`src/rtl/replica_exchange_ctrl.sv`:
```
// Sequencer for a replica-exchange array: OPT sweeps, alternating-parity EXCH swaps, SHIFT readout.
// command is flat, element r at [2r+1:2r]; encoding THR=0, PREV=1, FOLW=2.
module replica_exchange_ctrl #(
    parameter int replica_num = 32,
    parameter int opt_cycles  = 16
) (
    input  logic                     clk,
    input  logic                     reset,
    input  logic                     start,
    input  logic [15:0]              iter_num,
    input  logic                     shift_req,
    input  logic                     abort,
    input  logic [replica_num-2:0]   pair_accept,
    output logic                     busy,
    output logic                     done,
    output logic                     exchange_valid,
    output logic                     metropolis_test,
    output logic                     shift_distance,
    output logic [2*replica_num-1:0] command
);

    localparam int OPT_W = (opt_cycles > 1) ? $clog2(opt_cycles) : 1;
    localparam int SHF_W = $clog2(replica_num);
    localparam logic [OPT_W-1:0] OPT_LAST = OPT_W'(opt_cycles - 1);
    localparam logic [SHF_W-1:0] SHF_LAST = SHF_W'(replica_num - 1);
    localparam logic [1:0] CMD_THR  = 2'd0;
    localparam logic [1:0] CMD_PREV = 2'd1;
    localparam logic [1:0] CMD_FOLW = 2'd2;

    typedef enum logic [2:0] {S_IDLE, S_OPT, S_EXCH, S_SHIFT, S_DONE} state_t;

    state_t                   state_q, state_d;
    logic [OPT_W-1:0]         opt_cnt_q, opt_cnt_d;
    logic [SHF_W-1:0]         shf_cnt_q, shf_cnt_d;
    logic [15:0]              sweep_q, sweep_d;
    logic [15:0]              iter_q, iter_d;
    logic [16:0]              sweep_inc;
    logic                     busy_q, busy_d, done_q, done_d;
    logic                     ev_q, ev_d, mt_q, mt_d, sd_q, sd_d;
    logic [2*replica_num-1:0] cmd_q, cmd_d;

    // 17-bit increment so the compare against iter_num=65535 cannot wrap
    assign sweep_inc = {1'b0, sweep_q} + 17'd1;

    always_comb begin
        state_d   = state_q;
        opt_cnt_d = opt_cnt_q;
        shf_cnt_d = shf_cnt_q;
        sweep_d   = sweep_q;
        iter_d    = iter_q;
        unique case (state_q)
            S_IDLE: begin
                if (start) begin
                    if (iter_num != 16'd0) begin
                        state_d   = S_OPT;
                        opt_cnt_d = '0;
                        sweep_d   = '0;
                        iter_d    = iter_num;
                    end else begin
                        state_d = S_DONE;
                    end
                end else if (shift_req) begin
                    state_d   = S_SHIFT;
                    shf_cnt_d = '0;
                end
            end
            S_OPT: begin
                if (opt_cnt_q == OPT_LAST) state_d = S_EXCH;
                else                       opt_cnt_d = opt_cnt_q + OPT_W'(1);
            end
            S_EXCH: begin
                sweep_d = sweep_inc[15:0];
                if (sweep_inc < {1'b0, iter_q}) begin
                    state_d   = S_OPT;
                    opt_cnt_d = '0;
                end else begin
                    state_d = S_DONE;
                end
            end
            S_SHIFT: begin
                if (shf_cnt_q == SHF_LAST) state_d = S_IDLE;
                else                       shf_cnt_d = shf_cnt_q + SHF_W'(1);
            end
            S_DONE:  state_d = S_IDLE;
            default: state_d = S_IDLE;
        endcase
        if (abort) state_d = S_IDLE;
    end

    // Outputs are decoded from the next state so they register alongside it;
    // pair_accept is therefore sampled on the edge that enters EXCH.
    always_comb begin
        busy_d = (state_d != S_IDLE);
        done_d = (state_d == S_DONE);
        ev_d   = (state_d == S_OPT) || (state_d == S_EXCH);
        mt_d   = (state_d == S_OPT);
        sd_d   = (state_d == S_SHIFT);
        cmd_d  = {replica_num{CMD_THR}};
        if (state_d == S_EXCH) begin
            for (int i = 0; i < replica_num - 1; i++) begin
                if ((i[0] == sweep_q[0]) && pair_accept[i]) begin
                    cmd_d[2*i +: 2]     = CMD_FOLW;
                    cmd_d[2*i + 2 +: 2] = CMD_PREV;
                end
            end
        end
    end

    always_ff @(posedge clk or negedge reset) begin
        if (!reset) begin
            state_q   <= S_IDLE;
            opt_cnt_q <= '0;
            shf_cnt_q <= '0;
            sweep_q   <= '0;
            iter_q    <= '0;
            busy_q    <= 1'b0;
            done_q    <= 1'b0;
            ev_q      <= 1'b0;
            mt_q      <= 1'b0;
            sd_q      <= 1'b0;
            cmd_q     <= {replica_num{CMD_THR}};
        end else begin
            state_q   <= state_d;
            opt_cnt_q <= opt_cnt_d;
            shf_cnt_q <= shf_cnt_d;
            sweep_q   <= sweep_d;
            iter_q    <= iter_d;
            busy_q    <= busy_d;
            done_q    <= done_d;
            ev_q      <= ev_d;
            mt_q      <= mt_d;
            sd_q      <= sd_d;
            cmd_q     <= cmd_d;
        end
    end

    assign busy            = busy_q;
    assign done            = done_q;
    assign exchange_valid  = ev_q;
    assign metropolis_test = mt_q;
    assign shift_distance  = sd_q;
    assign command         = cmd_q;

endmodule

```
`config.mk`:
```
export PLATFORM = sky130hd
export DESIGN_NAME = replica_exchange_ctrl
export DESIGN_NICKNAME = d
export VERILOG_FILES = /design/src/rtl/replica_exchange_ctrl.sv
export SDC_FILE = /design/constraint.sdc
export NUM_CORES = 1
export LEC_CHECK = 0
export BUFFER_PORTS_ARGS = -buffer_cell sky130_fd_sc_hd__clkbuf_2
export CELL_PAD_IN_SITES_DETAIL_PLACEMENT = 1
export CELL_PAD_IN_SITES_GLOBAL_PLACEMENT = 1
export CORE_MARGIN = 2
export CORE_UTILIZATION = 42
export DETAILED_ROUTE_END_ITERATION = 16
export HOLD_SLACK_MARGIN = 0.08
export PLACE_DENSITY_LB_ADDON = 0.05
export SYNTH_ARGS = -nofsm -noshare
export SYNTH_HDL_FRONTEND = slang
export SYNTH_SLANG_ARGS = --single-unit
```
`constraint.sdc`:
```
create_clock -name clk -period 4 [get_ports clk]
set_input_delay 0.2 -clock clk [delete_from_list [all_inputs] [get_ports clk]]
set_output_delay 0.2 -clock clk [all_outputs]
set_load 0.02 [all_outputs]
```
==> results.sh <==
export IMPL_cts_resized=0
export IMPL_dp_hpwl_mm=8.48
export IMPL_netlist_instances=459
export IMPL_layout_common_cells="clkbuf_2, dfrtp_1, nand2_1"
export IMPL_worstReg2RegEnd="command[56]"
export IMPL_whs_ns=0.0916
export IMPL_crit_family="compound AO/OA/AOI/OAI gates"
export IMPL_power_density_nw_per_um2=407
export IMPL_slew_headroom=0.352
export IMPL_clkPwrFrac=0.358
export IMPL_dieArea_um2=12900
export IMPL_ant_nets=0
export IMPL_rows=40
export IMPL_layout_commonest_cell="clkbuf_2"
export IMPL_critPathArrivalTime_ns=3.80
export IMPL_drtPass1Iterations=4
export IMPL_slowest_stage="dfrtp_1"
export IMPL_yosysSeqAreaShare=0.504
export IMPL_area_growth_pct=21.0
export IMPL_met2_length_mm=6.00
export IMPL_rr_startpoint="sweep_q[1]"
export IMPL_synthMuxAreaShare=0.0376
export IMPL_drive_gt1_frac=0.377
export IMPL_cp_max_fo=19
export IMPL_finalSetupViolations=0
export IMPL_fp_dieW_um=114
export IMPL_ioPinCount=121
export IMPL_synth_fa_ha_area_frac=0.0470
export IMPL_synth_xor_xnor_area_share=0.0277
export IMPL_maxSlewViolCount=0
export IMPL_worst_pin_slew_ns=0.972
export IMPL_highest_layer="met4"
export IMPL_worst_hold_startpoint="pair_accept[0]"
export IMPL_crit_start="sweep_q[1]"
export IMPL_cts_tree="done"
export IMPL_place_gp_congestion=0.786
export IMPL_p_seq_frac=0.458
export IMPL_cts_buffers=9
export IMPL_drv_cap=0
export IMPL_clk_insertion_delay_late_ns=0.36
export IMPL_initial_core_util=0.427
export IMPL_cp_cell_sequence="ha_1 > nand2_1 > nor3_4 > and3_2 > xor2_1 > ha_1 > a21oi_1 > o21ai_0 > a221oi_1 > o211ai_2 > o21ai_4 > buf_12 > nor3_2"
export IMPL_drt_initial_drc_count=198
export IMPL_swShare=0.294
export IMPL_critical_path_class="flip-flop to flip-flop"
export IMPL_overflow=0
export IMPL_fin_crit_sh=0.900
export IMPL_cpPeakStageDelay_ns=0.43
export IMPL_antenna_found_initial=0
export IMPL_hold_path_class="input port to flip-flop"
export IMPL_synth_warnings=0
export IMPL_finalHoldViolCount=0
export IMPL_fmax_ghz=0.278
export IMPL_totalNegativeSetupSlack_ns=0
export IMPL_ys_seq_elements=102
export IMPL_clock_skew_ns=0.0103
export IMPL_start_kind="flip-flop"
export IMPL_post_route_min_period_ns=3.60
export IMPL_synth_cell_types=46
export IMPL_numPortBuffers=118
export IMPL_ctsHtreeMaxLevel=3
export IMPL_whs_path_depth=3
export IMPL_async_flop_share=1.00
export IMPL_intPower_uw=1760
export IMPL_synth_area_um2=5060
export IMPL_die_h_um=114
export IMPL_fillers=1344
export IMPL_grt_pass1_wl_mm=20.2
export IMPL_irDropWorstVdd_mv=0.339
export IMPL_first_global_vias=4051
export IMPL_clk_path_buf_depth=2
export IMPL_syn_area_per_cell_um2=11.0
export IMPL_wl_per_cell_um=16.5
export IMPL_ys_flop_type="dfrtp_1"
export IMPL_end_kind="flip-flop"
export IMPL_cp_required_ns=4.20
export IMPL_rsz0062_at_grt="false"
export IMPL_synth_compound_area_frac=0.0685
export IMPL_grt_max_degree=76
export IMPL_met3_length_um=726
export IMPL_synth_simple_area_share=0.238
export IMPL_p_comb_frac=0.183
export IMPL_cpMostUsedCell="ha_1"
export IMPL_synth_top_family_by_area="simple AND/OR/NAND/NOR gates"
export IMPL_worstHoldEndpoint="command[2]"
export IMPL_grt_usage=0.200
export IMPL_nets=644
export IMPL_status="finished clean"
export IMPL_wl_met1_mm=5.01
export IMPL_drt_total_wl_mm=12.0
export IMPL_clk_pin_slew_worst_paths_ns=0.07
export IMPL_synth_edff_count=0
export IMPL_core_area_um2=11900
export IMPL_diodes=0
export IMPL_drc=0
export IMPL_r2r_slack_ns=0.40
export IMPL_crit_buf_inv=1
export IMPL_switching_power_uw=734
export IMPL_leakage_uw=0.00307
export IMPL_viasPerCell=5.11
export IMPL_root_buffer="clkbuf_16"
export IMPL_vias=3707
export IMPL_r2r_worst_path_cells=13
export IMPL_cts_sinks=102
cells by family after synthesis:
logic type,count (synthesis)
AOI/OAI and AO/OA,58
xor gates and xnor gates,16
adders and majority gates,19
buffers and inverters,74
DFF,102
muxes,17
other,1
and+or+nand+nor,172
power by group through the flow:
stage	Combinational (µW)	Clock, µW	Sequential [µW]
6_report	457	894	1140
5_1_grt	516	961	1150
4_1_cts	466	926	1140
3_5_place_dp	455	0	1160
3_3_place_gp	439	0	1160
2_1_floorplan	306	0	1170
final cells by class:
type                       count  area [µm²]  share of cell area
inverter                      39         146              0.0239
clock buffer                  10         229              0.0374
timing repair buffer         137         806               0.132
clock inverter                 6        68.8              0.0112
multi-input combinational    284        2130               0.349
sequential                   102        2550               0.417
tap                          147         184              0.0300
cells in the mapped netlist, types with 5 or more instances:
cell type | n | area [µm²]
dfrtp_1 | 102 | 2550
nand2_1 | 49 | 184
inv_1 | 39 | 146
o21ai_0 | 29 | 145
nor3_2 | 25 | 250
nor4_2 | 23 | 288
nor2_1 | 22 | 82.6
ha_1 | 19 | 238
buf_4 | 18 | 135
mux2_2 | 16 | 180
a21oi_1 | 13 | 65.1
clkbuf_1 | 11 | 41.3
xor2_1 | 10 | 87.6
nand3_1 | 9 | 45.0
nor4_1 | 7 | 43.8
and3_1 | 6 | 37.5
xnor2_1 | 6 | 52.6
and2_1 | 5 | 31.3
buf_6 | 5 | 56.3
nand4_1 | 5 | 31.3
timing repair:
| item | CTS | global route |
|---|---|---|
| hold buffers | 13 | 0 |
| endpoints found under the hold margin | 87 | 0 |
| buffers inserted | 0 | 0 |
worst max-delay path by stage:
stage / endpoint / slack, ns / cells after the start
after floorplan: command[17] / 0.88 / 14
after global placement: command[60] / 0.54 / 13
after detailed placement: command[24] / 0.42 / 13
after CTS: command[56] / 0.40 / 13
after global routing: command[56] / 0.05 / 13
final: command[56] / 0.40 / 13
worst min-delay path, cell delays in order:
cell and delay, ns:
clkbuf_2 0.08, inv_1 0.08, nor4_2 0.05
sequential cells by signal, summed over array words and instances (netlist names):
| register | flops |
|---|---|
| shf_cnt_q | 5 |
| iter_q | 16 |
| done | 1 |
| metropolis_test | 1 |
| command | 53 |
| shift_distance | 1 |
| exchange_valid | 1 |
| state_q | 3 |
| busy | 1 |
| sweep_q | 16 |
| opt_cnt_q | 4 |
layer usage:
metal  global-route usage  vias to the layer above
li1                     -                     1788
met1                0.239                     1827
met2                0.337                       77
met5                    0                        -
met4               0.0707                        0
met3               0.0696                       15
metrics by stage:
stage / cells / setup slack, ns / instance area [µm²] / util / power (µW)
6_report: 725 / 0.401 / 6120 / 0.516 / 2490
5_1_grt: 725 / 0.0526 / 6120 / 0.516 / 2630
4_1_cts: 725 / 0.398 / 6120 / 0.516 / 2540
3_5_place_dp: 696 / 0.423 / 5690 / 0.480 / 1620
3_3_place_gp: 696 / 0.544 / 5690 / 0.480 / 1600
2_1_floorplan: 460 / 0.875 / 5060 / - / 1470
Power figures use the tool's default switching activity.
